**src/rtl/seq_pkg.sv**
```systemverilog
// Shared constants and FSM encoding for the beat sequencer.
package seq_pkg;

  localparam int unsigned NOTE_W         = 5;
  localparam logic [NOTE_W-1:0] NOTE_REST = '0;
  localparam int unsigned STEPS_DEFAULT  = 16;
  localparam int unsigned GATE_W_DEFAULT = 24;

  // IDLE: paused, gate low. GATE: note sounding. WAIT: gate done, awaiting next tick.
  typedef enum logic [1:0] {
    StIdle = 2'd0,
    StGate = 2'd1,
    StWait = 2'd2
  } seq_state_e;

endpackage

```
**src/rtl/gate_timer.sv**
```systemverilog
// Gate-length down counter: load, decrement and last-cycle flag.
module gate_timer #(
  parameter int unsigned GATE_W = 24
) (
  input  logic              clk,
  input  logic              reset,
  input  logic              clear,
  input  logic              load,
  input  logic [GATE_W-1:0] load_val,
  input  logic              dec,
  output logic              expire
);

  logic [GATE_W-1:0] count_q, count_d;

  // Next count: clear wins, then load (zero length treated as one), then decrement.
  always_comb begin
    count_d = count_q;
    if (clear) begin
      count_d = '0;
    end else if (load) begin
      count_d = (load_val == '0) ? GATE_W'(1) : load_val;
    end else if (dec && (count_q != '0)) begin
      count_d = count_q - GATE_W'(1);
    end
  end

  // Counter register.
  always_ff @(posedge clk) begin
    if (reset) begin
      count_q <= '0;
    end else begin
      count_q <= count_d;
    end
  end

  // High during the final gate cycle; the FSM drops the gate on the following edge.
  assign expire = (count_q == GATE_W'(1));

endmodule

```
**src/rtl/beat_sequencer.sv**
```systemverilog
// Step sequencer: pattern store, step pointer and gate FSM with registered outputs.
module beat_sequencer
  import seq_pkg::*;
#(
  parameter int unsigned STEPS  = STEPS_DEFAULT,
  parameter int unsigned GATE_W = GATE_W_DEFAULT,
  localparam int unsigned IDX_W = $clog2(STEPS)
) (
  input  logic              clk,
  input  logic              reset,
  input  logic              beat_tick,
  input  logic              play,
  input  logic              wr_en,
  input  logic [IDX_W-1:0]  wr_addr,
  input  logic [NOTE_W-1:0] wr_data,
  input  logic [IDX_W-1:0]  last_step,
  input  logic [GATE_W-1:0] gate_cycles,
  output logic [NOTE_W-1:0] note_out,
  output logic              gate,
  output logic [IDX_W-1:0]  step_idx,
  output logic              step_pulse
);

  logic [NOTE_W-1:0] pat_q [STEPS];
  logic [NOTE_W-1:0] pat_d [STEPS];

  seq_state_e        state_q, state_d;
  logic [IDX_W-1:0]  ptr_q, ptr_d;
  logic [NOTE_W-1:0] note_q, note_d;
  logic [IDX_W-1:0]  idx_q, idx_d;
  logic              pulse_q, pulse_d;
  logic              gate_q, gate_d;

  logic              timer_load, timer_clear, timer_expire;
  logic [NOTE_W-1:0] cur_note;
  logic [IDX_W-1:0]  ptr_next;

  // Pattern write; reads below see pat_q, so a same-cycle write is not visible yet.
  always_comb begin
    pat_d = pat_q;
    if (wr_en) begin
      pat_d[wr_addr] = wr_data;
    end
  end

  // Pattern registers, cleared to rests on reset.
  always_ff @(posedge clk) begin
    if (reset) begin
      for (int unsigned i = 0; i < STEPS; i++) begin
        pat_q[i] <= NOTE_REST;
      end
    end else begin
      pat_q <= pat_d;
    end
  end

  assign cur_note = pat_q[ptr_q];
  // >= also wraps when last_step was lowered below the current pointer.
  assign ptr_next = (ptr_q >= last_step) ? '0 : ptr_q + IDX_W'(1);

  // Next-state and output decode; pause dominates, then tick, then gate expiry.
  always_comb begin
    state_d     = state_q;
    ptr_d       = ptr_q;
    note_d      = note_q;
    idx_d       = idx_q;
    pulse_d     = 1'b0;
    gate_d      = gate_q;
    timer_load  = 1'b0;
    timer_clear = 1'b0;
    if (!play) begin
      state_d     = StIdle;
      gate_d      = 1'b0;
      timer_clear = 1'b1;
    end else if (beat_tick) begin
      note_d  = cur_note;
      idx_d   = ptr_q;
      pulse_d = 1'b1;
      ptr_d   = ptr_next;
      if (cur_note != NOTE_REST) begin
        state_d    = StGate;
        gate_d     = 1'b1;
        timer_load = 1'b1;
      end else begin
        state_d     = StWait;
        gate_d      = 1'b0;
        timer_clear = 1'b1;
      end
    end else if ((state_q == StGate) && timer_expire) begin
      state_d = StWait;
      gate_d  = 1'b0;
    end
  end

  // FSM state and registered outputs.
  always_ff @(posedge clk) begin
    if (reset) begin
      state_q <= StIdle;
      ptr_q   <= '0;
      note_q  <= NOTE_REST;
      idx_q   <= '0;
      pulse_q <= 1'b0;
      gate_q  <= 1'b0;
    end else begin
      state_q <= state_d;
      ptr_q   <= ptr_d;
      note_q  <= note_d;
      idx_q   <= idx_d;
      pulse_q <= pulse_d;
      gate_q  <= gate_d;
    end
  end

  gate_timer #(
    .GATE_W (GATE_W)
  ) u_gate_timer (
    .clk      (clk),
    .reset    (reset),
    .clear    (timer_clear),
    .load     (timer_load),
    .load_val (gate_cycles),
    .dec      (state_q == StGate),
    .expire   (timer_expire)
  );

  assign note_out   = note_q;
  assign gate       = gate_q;
  assign step_idx   = idx_q;
  assign step_pulse = pulse_q;

endmodule
```
**config.mk**
```make
export PLATFORM = sky130hd
export DESIGN_NAME = beat_sequencer
export DESIGN_NICKNAME = d
export VERILOG_FILES = /design/src/rtl/seq_pkg.sv /design/src/rtl/gate_timer.sv /design/src/rtl/beat_sequencer.sv
export SDC_FILE = /design/constraint.sdc
export NUM_CORES = 1
export LEC_CHECK = 0
export BUFFER_PORTS_ARGS = -buffer_cell sky130_fd_sc_hd__buf_2
export CAP_MARGIN = 20
export CORE_ASPECT_RATIO = 1.25
export CORE_MARGIN = 1
export CORE_UTILIZATION = 42
export CTS_CLUSTER_SIZE = 40
export DETAILED_ROUTE_END_ITERATION = 10
export SETUP_SLACK_MARGIN = 0.5
export SLEW_MARGIN = 20
export SYNTH_ARGS = -nofsm -noshare
export SYNTH_HDL_FRONTEND = slang
export SYNTH_SLANG_ARGS = --single-unit
```
**constraint.sdc**
```tcl
create_clock -name clk -period 6.42 [get_ports clk]
set_clock_uncertainty 0.15 [all_clocks]
set_input_delay 1.605 -clock clk [delete_from_list [all_inputs] [get_ports clk]]
set_output_delay 1.605 -clock clk [all_outputs]
set_load 0.02 [all_outputs]
```
==> results.md, run 1 <==
- Chip Width: between 100 and 150 um
- Sequential Power Share: 0.396
- FF-to-FF End: u_gate_timer.count_q[16]
- Yosys cell types: 52
- Cell count after synthesis: between 600 and 700
- I/O pin cnt: 53
- Wire per inst: about 17 um
- Setup CP Type: flip-flop to flip-flop
- Global-route wire length before repair: between 20 and 25 mm
- RSZ-0062 raised after global routing: no
- R2R depth: 7
- Pwr dens: between 200 and 300 nW/um^2
- DR DRC count: 0
- CP startpoint: ptr_q[0]
- Clock Pin Slew Worst Setup and Hold Paths: about 0.050 ns
- Minimum clock period after layout: roughly 3.7 ns
- PortBufs: between 50 and 60
- Comb power frac: 0.063
- Final Wtd Congestion: 0.874
- Top delay family on crit path: simple AND/OR/NAND/NOR gates
- HP Start: step_idx[1]
- Critical Path AT: around 3.8 ns
- CP max stage cell: or4_4
- Vias in the first global route: around 4500
- Fin. max-slew vios: 0
- Switching pwr: around 0.00041 W
- Rel. slew slack: 0.390
- WHS Endpoint: step_idx[1]
- Seq cells post-synth: 120
- Area Growth Syn to Fin: 16.1%
- Reg-to-Reg Start: ptr_q[0]
- All-Layer GR Usage: 0.212
- Layout cells sized above 1: 0.179
- Die ar.: 14600 sq um
- FFs w/ async S/R, synth: 0
- Flop2flop setup slack: 2.75 ns
- Worst EP required: 6.58 ns
- Seq/Total Area, Yosys: 0.405
- Crit path max fanout: 23
- # H-tree levels: 4
- Period utilization: 0.572
- CP max stage delay: 0.66 ns
- Post-CTS setup buffers: 0
- Setup violators final: 0
- Switch share: 0.213
- Post-route ant nets: 0
- CP Cell Sequence: buf_4, mux4_1, mux2i_1, mux2i_1, or4_4, or2_1, a221oi_1
- Power Internal: about 0.0015 W
- Hold path cells: 2
- Core Box Area: 13800 sq um
- Hold slack: 0.298 ns
- Gr ovfl total: 0
- Worst slew pin tran: ~0.9 ns
- Clock Root Buffer: clkbuf_16
- Cts bufs inserted: 17
- Vias per cell: about 5.6
- Antenna cells: 0
- CP dominant cell by count: mux2i_1
- Setup slack after placement: between 2 and 2.5 ns
- Maxcap violations: 0
- HP Class: flip-flop to flip-flop
- Max Clk Rate: ~270 MHz
- PnR worst setup slack: about 2.7 ns
- Clock tree buffer depth: 2
- PostCTS Resize Cnt: 0
- Leakage: 2.71 nW
- Cell area after synthesis: approximately 5900 sq um
- Crit end category: flip-flop
- Final WL: between 10 and 15 mm
- CP bufs+invs: 1
- # clock sinks: 120
- Row cnt: 48
- Die Ht: 135 um
- Drt first-iter violations: roughly 280
- Initial Util: 0.429
- Placed Cells: approximately 800
- Post-synth EDFFs: 0
- Dpl hpwl: between 10 and 15 mm
- Worst skew pair latency: ~0.42 ns
- Setup TNS: 0 ns
- Post-route total power: 0.00192 W
- Hold-fix buffers, CTS: 0
- Largest net degree at the start of global routing: 59
- CP Launch Type: flip-flop
- Nets: roughly 700
- Final Non-Filler Cells: around 830
- Status: finished, final reports clean
- Final Hold Fails: 0
- Number of synthesis warnings: 0
- Mapped Nets: between 600 and 700
- Clock power share: 0.541
- CTS tree: built
- Vias: 4647
- Post-Syn Area per Cell: a little under 10 sq um
- Worst vdd ir: 0.000220 V
- Initial antenna violation count: 0
- Synth Flop Type: dfxtp_1
- First-pass iteration count of the detailed router: 4
-- cell usage after synthesis (all sizes together) (2+ instances only) --
| master | number | share of area |
|---|---|---|
| nor3 | 11 | 0.0093 |
| nand3 | 23 | 0.020 |
| o31ai | 2 | 0.0049 |
| mux4 | 18 | 0.070 |
| a221oi | 20 | 0.040 |
| nand2 | 34 | 0.022 |
| a211oi | 4 | 0.0059 |
| or3 | 9 | 0.0095 |
| xor2 | 9 | 0.013 |
| o211ai | 9 | 0.011 |
| dfxtp | 120 | 0.41 |
| ha | 8 | 0.017 |
| xnor2 | 11 | 0.016 |
| a31oi | 2 | 0.0021 |
| a21o | 3 | 0.0038 |
| mux2i | 87 | 0.15 |
| a311oi | 2 | 0.0030 |
| clkbuf | 26 | 0.016 |
| inv | 11 | 0.0070 |
| nor4 | 9 | 0.0095 |
| o21ai | 6 | 0.0070 |
| and3 | 3 | 0.0032 |
| or4 | 4 | 0.0057 |
| a22oi | 3 | 0.0046 |
| and2 | 3 | 0.0032 |
| nand3b | 4 | 0.0051 |
| o21a | 2 | 0.0025 |
| nor2 | 108 | 0.068 |
| nor2b | 6 | 0.0063 |
| and4 | 2 | 0.0030 |
| buf | 15 | 0.020 |
| nand2b | 5 | 0.0053 |
| a21oi | 27 | 0.023 |
-- worst max-delay path by stage --
stage	to	slack, ns	cells past startpoint
2_1_floorplan	ptr_q[3]	3.27	7
3_5_place_dp	u_gate_timer.count_q[16]	2.28	6
6_report	u_gate_timer.count_q[16]	2.75	7
4_1_cts	u_gate_timer.count_q[16]	2.27	6
3_3_place_gp	u_gate_timer.count_q[0]	2.41	6
5_1_grt	u_gate_timer.count_q[15]	2.54	7
-- cell type report --
type	instances	area, sq um
clock inverters	9	170
well taps	175	219
clock buffers	22	474
flip-flops and latches	120	2400
fillers	1307	6930
repair buffers	56	298
inverters	11	41.3
multi-input cells	441	3270
-- tightest hold or removal path: cells and delay by family (launching register included) --
family	cells	cell delay (ns)
flops	1	0.30
simple gates	1	0.05
compound gates	1	0.05
-- layout by cell type (no fill, tap or decap), types with 4 or more instances in the layout --
master	netlist	routed
a21oi_1	27	27
a221oi_1	10	10
a221oi_2	10	10
buf_2	4	52
bufinv_16	0	5
clkbuf_16	0	17
clkinv_2	0	4
dfxtp_1	120	119
ha_1	8	8
inv_1	11	11
mux2i_1	87	87
mux4_2	15	15
nand2_1	34	34
nand2b_1	5	5
nand3_1	22	22
nand3b_1	4	4
nor2_1	108	108
nor2b_1	6	6
nor3_1	11	11
nor4_1	9	9
o211ai_1	9	9
o21ai_0	5	5
or3_1	9	9
xnor2_1	11	11
xor2_1	9	9
-- power by group through the flow --
stage / logic (W) / clock network, W / registers (W)
global placement: 0.000117 / 0 / 0.000776
CTS: 0.000121 / 0.00105 / 0.000760
floorplan: 0.0000846 / 0 / 0.000775
detailed placement: 0.000120 / 0 / 0.000776
finish: 0.000120 / 0.00104 / 0.000761
global route: 0.000132 / 0.00108 / 0.000761
-- flip-flops by register name, indices dropped and copies added (netlist names) --
signal,count
u_gate_timer.count_q,24
state_q,1
step_pulse,1
ptr_q,4
pat_q,80
step_idx,4
note_out,5
gate,1
-- metal layers --
layer  vias up  GRT usage  share of wire  wire length (um)
li1       2291          -              -                 -
met4         0     0.0814          0.018               255
met5         -          0              0                 0
met1      2249      0.251           0.44              6440
met3        19     0.0458          0.036               527
met2        88      0.372           0.50              7280
-- cell families after synthesis --
logic type,count (synthesis),synth area share
DFF,120,0.405
and+or+nand+nor,224,0.174
muxes,105,0.217
buffers and inverters,52,0.0433
xor gates and xnor gates,20,0.0296
AOI/OAI and AO/OA,84,0.114
adders and majority gates,8,0.0169
-- stage by stage --
stage	area [sq um]	utilization
after detailed placement	6220	0.450
after global placement	6210	0.450
after CTS	6860	0.497
final	6880	0.498
after floorplan	5930	-
after global routing	6880	0.498
Power figures use the tool's default switching activity.
==> run 2: changes to the inputs <==
ABC_AREA = 1   (was default)
clock period = 3.7 ns   (was 6.42 ns; I/O delays follow)
==> run 2 against run 1 <==
First-iteration DRC count is 52% higher. Total power increased by 94%. Sequential share of layout area shrank 1.3 points. Worst setup slack got worse by 1.7 ns. Register-to-register slack got worse by 1.7 ns. Area after synthesis is 4.5% higher. Wire length increased by 16%. Die area grew 4.4%. Core utilization fell by 0.20 points. Final area rose by 3.9%. Via count increased by 26%. Cell count up 38%. Largest power group unchanged.
==> results.md, run 2 <==
- CP Capture Point: u_gate_timer.count_q[7]
- Post-CTS setup buffers: 0
- Area leader, netlist: dfxtp_1
- Row cnt: 49
- Worst slew pin tran: between 0.6 and 0.7 ns
- Critical Path AT: between 2 and 3 ns
- CP max stage delay: about 0.4 ns
- First-pass iteration count of the detailed router: 4
- DR DRC count: 0
- Cell count after synthesis: approximately 930
- Leakage: between 3 and 4 nW
- CP max stage cell: nand2_4
- Sequential Power Share: 0.366
- Initial antenna violation count: 0
- Setup TNS: 0 ns
- # clock sinks: 120
- Switching pwr: slightly below 0.001 W
- Final design utilization: 0.496
- Clock power share: 0.495
- Power Internal: between 0.002 and 0.003 W
- Vias: ~5900
- Hold-fix buffers, CTS: 0
- Synth cell count leaders: nor2_1, nand2_1, dfxtp_1, o21ai_0, inv_1
- Final Hold Fails: 0
- HP Start: pat_q[65]
- Mapped Nets: between 900 and 1000
- Top delay family on crit path: simple AND/OR/NAND/NOR gates
- Yosys top cell area share: 0.388
- Cts bufs inserted: 17
- Seq cells post-synth: between 100 and 150
- Largest net degree at the start of global routing: 58
- CP Cell Sequence: inv_2, nor2_1, o21ai_0, nand3_1, nand3_1, nand2_1, nor2_2, nand3_4, nand2_4, inv_2, nor3_1, nor2_1
- Vias per cell: between 5 and 6
- Chip Width: 111 um
- Final Wtd Congestion: 0.845
- Number of synthesis warnings: 0
- Worst EP required: around 3.9 ns
- FFs w/ async S/R, synth: 0
- Die Ht: approximately 140 um
- Yosys cell types: 32
- All-Layer GR Usage: 0.230
- Pwr dens: approximately 520 nW/um^2
- Comb power frac: 0.139
- HP Class: flip-flop to flip-flop
- CP Launch Type: flip-flop
- Initial Util: 0.430
- R2R depth: 12
- Drt first-iter violations: 425
- Max reg flops: 80
- Maxcap violations: 0
- PortBufs: between 50 and 60
- Crit path depth: 12
- Minimum clock period after layout: between 2 and 3 ns
- Vias in the first global route: 5410
- Worst vdd ir: 0.000326 V
- Most common cell after layout, fill and taps aside: nor2_1
- # H-tree levels: 4
- Count leader, synth: nor2_1
- I/O pin cnt: between 50 and 60
- Dpl hpwl: approximately 11 mm
- Fin. max-slew vios: 0
- Clock tree buffer depth: 2
- Status: finished, final reports clean
- Crit end category: flip-flop
- Global-route wire length before repair: approximately 27 mm
- PostCTS Resize Cnt: 0
- CP startpoint: ptr_q[1]
- Final WL: ~17 mm
- Clock Root Buffer: clkbuf_16
- Setup CP Type: flip-flop to flip-flop
- Nets: approximately 1000
- Clock Pin Slew Worst Setup and Hold Paths: 0.06 ns
- CTS tree: built
- Reg-to-Reg Start: ptr_q[1]
- CP bufs+invs: 2
- Core Box Area: around 14000 sq um
- Max Clk Rate: roughly 370 MHz
- Flop2flop setup slack: roughly 1 ns
- Layout cells sized above 1: 0.105
- Antenna cells: 0
- Synth Flop Type: dfxtp_1
- Rel. slew slack: 0.567
- Die ar.: 15200 sq um
- FF-to-FF End: u_gate_timer.count_q[7]
- Most frequent cells in the layout: nor2_1, nand2_1, o21ai_0
- Switch share: 0.264
- Gr ovfl total: 0
- Period utilization: 0.730
- Post-route ant nets: 0
- Area Growth Syn to Fin: 15.4%
- FILL cells: approximately 1500
- Largest cells by area after synthesis: dfxtp_1, o21ai_0, nor2_1, nand2_1, nand3_1
- Worst skew pair latency: around 0.42 ns
- Largest Register: pat_q
- Post-synth EDFFs: 0
- Cell area after synthesis: slightly above 6000 sq um
- Setup violators final: 0
- RSZ-0062 raised after global routing: no
- Crit path max fanout: 41
- Wire per inst: 14.6 um
- Post-Syn Area per Cell: approximately 6.7 sq um
- Seq/Total Area, Yosys: 0.388
run 2: layer usage:
metal | wire length [um] | up-vias | track usage
met5 | 0 | - | 0
li1 | - | 3081 | -
met1 | 7550 | 2626 | 0.274
met3 | 561 | 30 | 0.0418
met4 | 370 | 0 | 0.104
met2 | 8300 | 130 | 0.406
run 2: worst min path at each step:
stage	endpoint	cells past startpoint
detailed placement	pat_q[65]	2
CTS	pat_q[65]	2
finish	pat_q[65]	2
global placement	state_q[1]	2
global route	state_q[1]	2
floorplan	state_q[1]	2
run 2: kinds of logic (layout without fill, tap and decap cells):
kind of cell    after synthesis  count (layout)  synth area share
fa+ha+maj                     8               8            0.0162
flops                       120             120             0.388
compound gates              214             214             0.179
buf+inv                     159             205             0.109
simple gates                410             410             0.285
xor+xnor                     16              16            0.0226
run 2: tightest hold or removal path, delay by kind of cell (launching register included):
family | cells | cell delay [ns]
flops | 1 | 0.30
buf+inv | 1 | 0.06
compound gates | 1 | 0.05
run 2: stage by stage:
| stage | power [W] | std cells | setup slack, ns | instance area, sq um | hold slack (ns) |
|---|---|---|---|---|---|
| after floorplan | 0.00177 | 927 | 1.47 | 6190 | 0.272 |
| after global placement | 0.00190 | 1119 | 1.07 | 6490 | 0.284 |
| after detailed placement | 0.00190 | 1119 | 1.01 | 6490 | 0.294 |
| after CTS | 0.00375 | 1151 | 0.996 | 7150 | 0.303 |
| after global routing | 0.00389 | 1151 | 0.733 | 7150 | 0.315 |
| final | 0.00371 | 1151 | 1.00 | 7150 | 0.299 |
run 2: area by class of cell:
class                   count  area, sq um  share of cell area
multi-input cells         648         3120               0.436
flip-flops and latches    120         2400               0.336
clock buffers              20          457              0.0639
inverters                 115          432              0.0604
repair buffers             58          318              0.0445
well taps                 178          223              0.0312
clock inverters            12          198              0.0277
run 2: power groups by stage:
stage / registers (W) / logic (W) / clock network, W
5_1_grt: 0.00136 / 0.000588 / 0.00193
3_5_place_dp: 0.00139 / 0.000518 / 0
2_1_floorplan: 0.00139 / 0.000386 / 0
4_1_cts: 0.00136 / 0.000521 / 0.00187
3_3_place_gp: 0.00139 / 0.000516 / 0
6_report: 0.00136 / 0.000518 / 0.00184
==> run 3: changes to the inputs <==
clock period = 2.6 ns   (was 3.7 ns; I/O delays follow)
==> run 3 against run 2 <==
Flip-flop and latch count did not move. Die area did not move. Worst setup slack got worse by 0.66 ns. Worst hold slack improved by 0.00096 ns. Sequential share of layout area fell by 3.4 points. Core utilization rose by 5.6 points.
==> results.md, run 3 (synthesized netlist as in run 2, its figures left out) <==
- Initial antenna violation count: 0
- Final WL: about 19 mm
- PortBufs: 52
- Crit path max fanout: 8
- Dpl hpwl: about 12 mm
- Clock Root Buffer: clkbuf_16
- Final Wtd Congestion: ~0.88
- Initial Util: 0.430
- Minimum clock period after layout: approximately 2.3 ns
- HP Class: flip-flop to flip-flop
- Clock Pin Slew Worst Setup and Hold Paths: about 0.050 ns
- Clock tree buffer depth: 2
- Post-route ant nets: 0
- Leakage: between 3 and 4 nW
- Most frequent cells in the layout: nor2_1, nand2_1, dfxtp_1
- Setup TNS: 0 ns
- Antenna cells: 0
- Global-route wire length before repair: between 20 and 30 mm
- Final Hold Fails: 0
- CTS tree: built
- RSZ-0062 raised after global routing: yes
- Largest Register: pat_q
- Die Ht: 138 um
- Setup CP Type: flip-flop to flip-flop
- Worst skew pair latency: ~0.41 ns
- Hold-fix buffers, CTS: 0
- Status: finished, final reports clean
- Vias in the first global route: between 5000 and 6000
- Most common cell after layout, fill and taps aside: nor2_1
- Worst EP required: ~2.8 ns
- CP Launch Type: flip-flop
- Worst slew pin tran: approximately 0.45 ns
- I/O pin cnt: 53
- Rel. slew slack: 0.697
- First-pass iteration count of the detailed router: 5
- DR DRC count: 0
- Chip Width: approximately 110 um
- Hold slack: ~0.3 ns
- Nets: 1044
- Layout cells sized above 1: 0.197
- Crit end category: flip-flop
- Fin. max-slew vios: 0
- Max reg flops: 80
- Wire per inst: approximately 16 um
- Worst vdd ir: 0.000377 V
- Vias: 6282
- Pwr dens: about 690 nW/um^2
- All-Layer GR Usage: 0.245
- # H-tree levels: 4
- Row cnt: a little under 50
- Core Box Area: 14400 sq um
- Die ar.: roughly 15000 sq um
- # clock sinks: 120
- Setup violators final: 0
- Largest net degree at the start of global routing: 88
- Critical Path AT: 2.41 ns
- Max Clk Rate: between 400 and 500 MHz
- Final design utilization: 0.552
- Maxcap violations: 0
- Drt first-iter violations: 399
- Cts bufs inserted: 17
- Gr ovfl total: 0
- Period utilization: 0.870
- Vias per cell: ~5.3
- Area Growth Syn to Fin: 28.5%
==> run 3: cell count changes in the layout (fill, tap and decap cells not counted), moves of 5 or more <==
cell     previous run  this run
buf_6               0         5
o21ai_1             6        14
nand3_2             0        17
nor2_2              3         9
buf_16              0         5
nand3_1            85        66
a21oi_1            74        63
a21oi_2             0        11
o21ai_2             0        11
o21ai_0           120       100
nor2_4              0         6
nor2_1            152       140
buf_4               5        18
==> run 3: critical path, cell delays in order (launching register included) <==
cell       delay [ns]
dfxtp_4          0.37
buf_8            0.15
clkbuf_16        0.17
nor2_2           0.10
nor2_1           0.04
o21ai_1          0.09
nand3_1          0.10
nand3_2          0.09
nand2_2          0.08
nor2_4           0.11
nand3_4          0.15
nand2_8          0.18
clkbuf_16        0.17
nand3_1          0.06
nand3_1          0.09
nor2_1           0.04
==> run 3: per-layer routing <==
metal  GRT usage  routed length (um)  share of wire
met1       0.285                7940           0.43
met2       0.445                9450           0.51
met3      0.0449                 668          0.036
met4      0.0970                 520          0.028
met5           0                   0              0
==> run 3: worst paths after layout <==
check             from                      end  slack (ns)  cells past startpoint
max           ptr_q[0]  u_gate_timer.count_q[7]        0.34                     15
min          pat_q[19]                pat_q[19]        0.30                      2
max reg2reg   ptr_q[0]  u_gate_timer.count_q[7]        0.34                     15
min reg2reg  pat_q[19]                pat_q[19]        0.30                      2
==> run 3: where the power goes <==
part           total (W)  internal, W  switching, W
logic           0.000996     0.000388      0.000608
clock network    0.00257      0.00176      0.000814
registers        0.00194      0.00190     0.0000423
==> run 3: through the flow <==
stage | setup WS (ns) | instances | area (sq um) | total power [W]
after floorplan | 0.639 | 927 | 6190 | 0.00252
after global placement | 0.248 | 1128 | 6610 | 0.00273
after detailed placement | 0.209 | 1128 | 6610 | 0.00273
after CTS | 0.402 | 1175 | 7660 | 0.00544
after global routing | 0.294 | 1182 | 7960 | 0.00574
final | 0.338 | 1182 | 7960 | 0.00551
==> run 3: area by class of cell <==
class                      instances  area (sq um)
timing repair buffer              88           754
fill                            1392          6450
timing repair inverter             3          26.3
inverter                         115           457
tap                              178           223
multi-input combinational        649          3450
clock buffer                      21           470
sequential                       120          2410
clock inverter                     8           170
==> run 3: what timing repair did <==
action                     in CTS  in global routing
setup buffers                   9                  5
gates resized for setup        57                 62
gates cloned                    9                  2
setup endpoints to repair      24                 26
pin swaps                       3                 32
